$ cat src/rtl/fifo_arb_pkg.sv
// Shared types and helpers for the FIFO write-port arbiter.
package fifo_arb_pkg;

    typedef enum logic {
        IDLE = 1'b0,
        LOCK = 1'b1
    } arb_state_e;

    localparam int STAT_W = 16;
    localparam int MAX_N  = 8;

    // Round-robin pick: first set bit of valid scanning from ptr+1 upward,
    // wrapping modulo n. Returns 0 when nothing is valid.
    function automatic int rr_pick(input logic [MAX_N-1:0] valid,
                                   input int ptr,
                                   input int n = MAX_N);
        int cand;
        int idx;
        logic found;
        idx   = 0;
        found = 1'b0;
        for (int k = 1; k <= MAX_N; k++) begin
            cand = ptr + k;
            if (cand >= n) cand = cand - n;
            if (k <= n && !found && valid[cand[2:0]]) begin
                idx   = cand;
                found = 1'b1;
            end
        end
        return idx;
    endfunction

endpackage

$ cat src/rtl/fifo_wr_arbiter_if.sv
// Requester-side handshake plus FIFO write pins of the arbiter.
interface fifo_wr_arbiter_if #(
    parameter int N     = 4,
    parameter int WIDTH = 8
);
    logic [N-1:0]       req_valid;
    logic [N-1:0]       req_last;
    logic [N*WIDTH-1:0] req_data;
    logic [N-1:0]       req_ready;
    logic               fifo_wr_en;
    logic [WIDTH-1:0]   fifo_din;
    logic               fifo_full;
    logic [N-1:0]       grant;
    logic               busy;

    // Arbiter side
    modport slave (
        input  req_valid, req_last, req_data, fifo_full,
        output req_ready, fifo_wr_en, fifo_din, grant, busy
    );

    // Requesters / FIFO side
    modport master (
        output req_valid, req_last, req_data, fifo_full,
        input  req_ready, fifo_wr_en, fifo_din, grant, busy
    );
endinterface

$ cat src/rtl/fifo_wr_arbiter_rr_priority.sv
// N-bit rotate-priority encoder: first valid index after ptr, modulo N.
module rr_priority import fifo_arb_pkg::*; #(
    parameter  int N  = 4,
    localparam int IW = (N > 1) ? $clog2(N) : 1
) (
    input  logic [N-1:0]  valid,
    input  logic [IW-1:0] ptr,
    output logic [IW-1:0] idx,
    output logic          any
);
    logic [MAX_N-1:0] valid_ext;

    // Widen to the helper's fixed width and pick the winner
    always_comb begin
        valid_ext        = '0;
        valid_ext[N-1:0] = valid;
        idx              = IW'(rr_pick(valid_ext, int'(ptr), N));
        any              = |valid;
    end
endmodule

$ cat src/rtl/fifo_wr_arbiter.sv
// Round-robin burst arbiter in front of a FIFO write port.
// A requester keeps the grant until its last beat or MAX_BURST beats.
// Optional: define FIFO_ARB_STATS_EN for per-requester burst counters.
module fifo_wr_arbiter import fifo_arb_pkg::*; #(
    parameter int N         = 4,
    parameter int WIDTH     = 8,
    parameter int MAX_BURST = 16
) (
    input  logic               clk,
    input  logic               rst,
`ifdef FIFO_ARB_STATS_EN
    input  logic               stat_clr,
    output logic [N*STAT_W-1:0] stat_bursts,
`endif
    fifo_wr_arbiter_if.slave   bus
);
    localparam int IW = (N > 1) ? $clog2(N) : 1;
    localparam int CW = $clog2(MAX_BURST + 1);
    localparam logic [CW-1:0] CAP = CW'(MAX_BURST);

    arb_state_e      state_q, state_d;
    logic [IW-1:0]   owner_q, owner_d;
    logic [IW-1:0]   rr_ptr_q, rr_ptr_d;
    logic [CW-1:0]   beat_cnt_q, beat_cnt_d;
    logic [IW-1:0]   win_idx;
    logic            win_any;
    logic            last_or_cap;
    logic [N-1:0]    ready_c;
    logic [N-1:0]    grant_c;
    logic            wr_en_c;
    logic [WIDTH-1:0] din_c;

    rr_priority #(.N(N)) u_pick (
        .valid (bus.req_valid),
        .ptr   (rr_ptr_q),
        .idx   (win_idx),
        .any   (win_any)
    );

    // Next-state and owner-muxed write path
    always_comb begin
        state_d     = state_q;
        owner_d     = owner_q;
        rr_ptr_d    = rr_ptr_q;
        beat_cnt_d  = beat_cnt_q;
        ready_c     = '0;
        wr_en_c     = 1'b0;
        din_c       = '0;
        last_or_cap = 1'b0;
        case (state_q)
            IDLE: begin
                if (win_any) begin
                    owner_d    = win_idx;
                    rr_ptr_d   = win_idx;
                    beat_cnt_d = '0;
                    state_d    = LOCK;
                end
            end
            LOCK: begin
                for (int i = 0; i < N; i++) begin
                    if (owner_q == IW'(i)) begin
                        ready_c[i]  = !bus.fifo_full;
                        din_c       = bus.req_data[i*WIDTH +: WIDTH];
                        wr_en_c     = bus.req_valid[i] & !bus.fifo_full;
                        last_or_cap = bus.req_last[i] || (beat_cnt_q + 1'b1 == CAP);
                    end
                end
                if (wr_en_c) begin
                    beat_cnt_d = beat_cnt_q + 1'b1;
                    if (last_or_cap) state_d = IDLE;
                end
            end
            default: state_d = IDLE;
        endcase
        // A reset cycle aborts the burst: nothing may land in the FIFO
        if (rst) begin
            ready_c = '0;
            wr_en_c = 1'b0;
        end
    end

    // Registered one-hot grant view of the owner
    always_comb begin
        for (int i = 0; i < N; i++)
            grant_c[i] = (state_q == LOCK) && (owner_q == IW'(i));
    end

    assign bus.req_ready  = ready_c;
    assign bus.fifo_wr_en = wr_en_c;
    assign bus.fifo_din   = din_c;
    assign bus.grant      = grant_c;
    assign bus.busy       = (state_q == LOCK);

    // Arbitration state registers
    always_ff @(posedge clk) begin
        if (rst) begin
            state_q    <= IDLE;
            owner_q    <= '0;
            rr_ptr_q   <= IW'(N - 1);
            beat_cnt_q <= '0;
        end else begin
            state_q    <= state_d;
            owner_q    <= owner_d;
            rr_ptr_q   <= rr_ptr_d;
            beat_cnt_q <= beat_cnt_d;
        end
    end

`ifdef FIFO_ARB_STATS_EN
    logic                      rel_fire;
    logic [N-1:0][STAT_W-1:0]  stat_q, stat_d;

    assign rel_fire = (state_q == LOCK) && wr_en_c && last_or_cap;

    // Saturating per-requester release counters; clear wins over increment
    always_comb begin
        stat_d = stat_q;
        for (int i = 0; i < N; i++) begin
            if (rel_fire && owner_q == IW'(i) && stat_q[i] != '1)
                stat_d[i] = stat_q[i] + 1'b1;
        end
        if (stat_clr) stat_d = '0;
    end

    // Counter registers
    always_ff @(posedge clk) begin
        if (rst) stat_q <= '0;
        else     stat_q <= stat_d;
    end

    assign stat_bursts = stat_q;
`endif
endmodule

$ cat src/flat_wrapper.sv
// flat-port wrapper written by rule: the top's interface ports become plain ports
module fifo_wr_arbiter_flat import fifo_arb_pkg::*;
#(
    parameter int N         = 4,
    parameter int WIDTH     = 8,
    parameter int MAX_BURST = 16
)
  (clk, rst, bus_req_valid, bus_req_last, bus_req_data, bus_fifo_full, bus_req_ready, bus_fifo_wr_en, bus_fifo_din, bus_grant, bus_busy);
  fifo_wr_arbiter_if #(.N(N), .WIDTH(WIDTH)) bus_i ();
  input  logic clk;
  input  logic rst;
  input wire logic [$bits(bus_i.req_valid)-1:0] bus_req_valid;
  input wire logic [$bits(bus_i.req_last)-1:0] bus_req_last;
  input wire logic [$bits(bus_i.req_data)-1:0] bus_req_data;
  input wire logic [$bits(bus_i.fifo_full)-1:0] bus_fifo_full;
  output wire logic [$bits(bus_i.req_ready)-1:0] bus_req_ready;
  output wire logic [$bits(bus_i.fifo_wr_en)-1:0] bus_fifo_wr_en;
  output wire logic [$bits(bus_i.fifo_din)-1:0] bus_fifo_din;
  output wire logic [$bits(bus_i.grant)-1:0] bus_grant;
  output wire logic [$bits(bus_i.busy)-1:0] bus_busy;
  assign bus_i.req_valid = bus_req_valid;
  assign bus_i.req_last = bus_req_last;
  assign bus_i.req_data = bus_req_data;
  assign bus_i.fifo_full = bus_fifo_full;
  assign bus_req_ready = bus_i.req_ready;
  assign bus_fifo_wr_en = bus_i.fifo_wr_en;
  assign bus_fifo_din = bus_i.fifo_din;
  assign bus_grant = bus_i.grant;
  assign bus_busy = bus_i.busy;
  fifo_wr_arbiter #(.N(N), .WIDTH(WIDTH), .MAX_BURST(MAX_BURST)) u_core (.clk(clk), .rst(rst), .bus(bus_i));
endmodule
$ cat config.mk
export PLATFORM = sky130hd
export DESIGN_NAME = fifo_wr_arbiter_flat
export DESIGN_NICKNAME = d
export VERILOG_FILES = /design/src/rtl/fifo_arb_pkg.sv /design/src/rtl/fifo_wr_arbiter_if.sv /design/src/rtl/fifo_wr_arbiter_rr_priority.sv /design/src/rtl/fifo_wr_arbiter.sv /design/src/flat_wrapper.sv
export SDC_FILE = /design/constraint.sdc
export NUM_CORES = 1
export LEC_CHECK = 0
export ABC_AREA = 1
export CORE_MARGIN = 5
export CORE_UTILIZATION = 39
export CTS_CLUSTER_SIZE = 20
export DETAILED_ROUTE_END_ITERATION = 10
export PLACE_DENSITY = 0.81
export SYNTH_ARGS = -nofsm -noshare
export SYNTH_HDL_FRONTEND = slang
export SYNTH_HIERARCHICAL = 1
export SYNTH_SLANG_ARGS = --single-unit
export TNS_END_PERCENT = 1
$ cat constraint.sdc
create_clock -name clk -period 2.25 [get_ports clk]
set_input_delay 0.3375 -clock clk [delete_from_list [all_inputs] [get_ports clk]]
set_output_delay 0.3375 -clock clk [all_outputs]
set_load 0.01 [all_outputs]
==> metrics.cfg <==
[run_status]
status = completed

[yosys]
mappedNetlistArea_sq_um = 1120
yosys.cell_count.top_type = sky130_fd_sc_hd__nand2_1
post_synth_inst_count = 197
edff_count_synth = 0
synth.yosys.seq_area_share_pct = 17.9
synth-async-reset-ratio_pct = 0
netlist.top_cell.by_area = sky130_fd_sc_hd__nand2_1
synth_top_cells_by_area = sky130_fd_sc_hd__nand2_1, sky130_fd_sc_hd__dfxtp_1, sky130_fd_sc_hd__nand3_1
synthesis.nets = 243
yosys_warnings = 6
postSynthAreaPerCell_sq_um = 5.67
synth_top_flop_cell = sky130_fd_sc_hd__dfxtp_1
yosys_reg_bits = 10
yosys.area.top_type_share_pct = 23.9
synth.top_cells.by_count = sky130_fd_sc_hd__nand2_1, sky130_fd_sc_hd__inv_1, sky130_fd_sc_hd__nand3_1
synthDistinctLibCells = 27

[placement]
finalWeightedCongestion = 0.814
post-place-cells = 288
io_buffers = 60
hpwlAfterDp_um = 2940
total_placed_instance_area_sq_um = 1770

[pwr]
internal-power_mw = 0.624
total_power_mw = 1.10
power_density_nw_per_um2 = 603
switching_share_pct = 43.2
clkPwrFrac_pct = 14.8
leakage_nw = 0.846
maximum_ir_drop_on_the_vdd_rail_mv = 0.666
sequential_share_of_power_pct = 21.2
power_switching_mw = 0.474
combPwrFrac_pct = 63.9

[clocking]
count_of_clock_tree_sinks = 10
cts_hold_buf = 0
clkSlewWorstSetupHoldPaths_ns = 0.07
htree_levels = 1
clk_latency_ns = 0.27
cts_buffers = 3
tritoncts = built
cts_max_path_buffers = 2
clock_tree.root_cell = sky130_fd_sc_hd__clkbuf_4

[setup_path]
worst_path_max_delay_cell = sky130_fd_sc_hd__clkdlybuf4s50_1
critical_path.max_stage_delay_ns = 0.55
crit_path_max_fo = 8
crit_path_capture = bus_fifo_din[2]
worst-endpoint-arrival_ns = 1.82
timing_worst_setup_path_type = register to output pin
worstReg2RegEnd = u_core/owner_q[0]
critical_path_endpoint_category = output pin
cp-start-kind = register
r2r.worst_path.cells = 12
startpoint = u_core/owner_q[0]
crit_chain = nand2_2 -> inv_1 -> nor2_4 -> o21ai_0 -> o21ai_1 -> clkdlybuf4s50_1
worstReg2RegStart = u_core/rr_ptr_q[0]
required_ns = 1.91
worst_reg2reg_setup_slack_ns = 0.35

[timing]
fmax_mhz = 464
report.final.slew_viol_count = 0
timing.final.crit_period_ns = 2.15
finClkSkew_ns = 0.00692
final.hold.worst_slack_ns = 0.506
layout_worst_path_cycle_share_pct = 95.7
worst_slew_margin_rel_pct = 80.6
number_of_failing_hold_endpoints_at_the_final_stage = 0
grt_setup_unrepaired = true
worstMarginPinSlew_ns = 0.291
timing.final.setup_violations = 0

[floorplan]
boundary_pin_count = 61
initial_core_util_pct = 40.5
die_w_um = 63.5
die_area_sq_um = 4040
coreArea_sq_um = 2760
die_y_um = 63.5
num_rows = 19

[grt]
grt_start_max_net_pins = 17
grt_antenna_before_repair = 0
first_global_vias = 1305
total_grt_usage_pct = 18.1
globalRoute.totalOverflow = 0
grt_pass1_wl_um = 6000

[finish]
design_area_final_sq_um = 1820
n_diodes = 0
area_growth_pct = 63.0
finish.cell_count_without_fillers = 293
drive_gt1_share_pct = 11.1
multi_input_comb_area_sq_um = 818
final-seq-area_sq_um = 201
fin_nets = 309
fill_cells = 279

[detailed_routing]
via_per_inst = 5.04
first_pass_iters = 4
post_drt_wl_per_cell_um = 12.3
drt_first_iter_violations = 70
post-route-drc-count = 0
drtAntennaViolNets = 0
detailroute.via_count = 1476
detail_route.wirelength_um = 3590

[worst_hold_path]
path_category_of_the_worst_min_delay_check = register to register

[job]
max_cap_viol_count = 0

==> flip-flops by register name (all words and copies together) (netlist names) <==
| name | count |
|---|---|
| u_core/beat_cnt_q | 5 |
| u_core/bus.busy | 1 |
| u_core/owner_q | 2 |
| u_core/rr_ptr_q | 2 |
==> critical path, delay by kind of cell, from the launching register on <==
kind | cells | cell delay (ns)
DFF | 1 | 0.35
AOI/OAI and AO/OA | 2 | 0.23
buffers and inverters | 2 | 0.65
and+or+nand+nor | 2 | 0.31
==> repair_timing <==
item	in CTS	in global routing
pin swaps	1	0
resized for setup	0	4
gates cloned	1	0
endpoints found under the setup margin	3	11
setup buffers	0	0
==> routing by layer <==
metal / part of all wire (%) / up-vias / GRT usage, % / routed length [um]
met5: 0 / - / 0 / 0
met4: 1.8 / 0 / 8.05 / 64
met3: 7.5 / 6 / 3.02 / 268
met2: 43 / 58 / 28.3 / 1550
met1: 48 / 638 / 24.2 / 1710
li1: - / 774 / - / -
==> how the worst min path moves through the flow <==
stage | startpoint | end | slack (ns) | cells past startpoint
finish | u_core/beat_cnt_q[4] | u_core/beat_cnt_q[4] | 0.51 | 2
global route | u_core/owner_q[0] | u_core/owner_q[0] | 0.55 | 2
CTS | u_core/beat_cnt_q[4] | u_core/beat_cnt_q[4] | 0.51 | 2
detailed placement | u_core/beat_cnt_q[4] | u_core/beat_cnt_q[4] | 0.50 | 2
global placement | u_core/beat_cnt_q[4] | u_core/beat_cnt_q[4] | 0.49 | 2
floorplan | u_core/beat_cnt_q[4] | u_core/beat_cnt_q[4] | 0.47 | 2
==> power by group through the flow <==
stage	Clock, mW	Sequential, mW	Combinational, mW
detailed placement	0	0.235	0.691
global route	0.181	0.239	0.780
global placement	0	0.235	0.685
finish	0.163	0.233	0.702
floorplan	0	0.228	0.439
CTS	0.170	0.231	0.702
==> cells by family (layout without fill, tap and decap cells) <==
kind of cell	after synthesis	after routing	synth area share, %
AOI/OAI and AO/OA	29	29	15.0
xor gates and xnor gates	1	1	0.784
adders and majority gates	3	3	3.36
buffers and inverters	29	93	10.3
DFF	10	10	17.9
and+or+nand+nor	125	126	52.6
==> placed cells by master, fill, tap and decap left out, drive strengths merged, types with 2 or more instances in the layout <==
cell / synthesis / layout
nand2: 75 / 75
clkdlybuf4s50: 0 / 59
inv: 25 / 25
nand3: 21 / 21
nor2: 17 / 18
o21ai: 12 / 12
dfxtp: 10 / 10
o211ai: 7 / 7
a21oi: 7 / 7
nand4: 5 / 5
nor3: 4 / 4
buf: 3 / 4
clkbuf: 1 / 4
ha: 3 / 3
nand3b: 2 / 2
==> metrics by stage <==
stage,worst slack (ns),setup TNS [ns],utilization (%)
floorplan,0.621,0,-
global placement,0.142,0,64.0
detailed placement,0.121,0,64.0
CTS,0.00488,0,65.6
global route,-0.0343,-0.0747,66.1
finish,0.0962,0,66.1
==> area by class of cell <==
| type | instances | share of cell area, % |
|---|---|---|
| Multi-Input combinational cell | 159 | 44.9 |
| Timing Repair Buffer | 64 | 34.8 |
| Sequential cell | 10 | 11.1 |
| Inverter | 25 | 5.15 |
| Tap cell | 31 | 2.13 |
| Clock buffer | 4 | 1.99 |
Note: power is estimated with default switching activity, not from simulation.
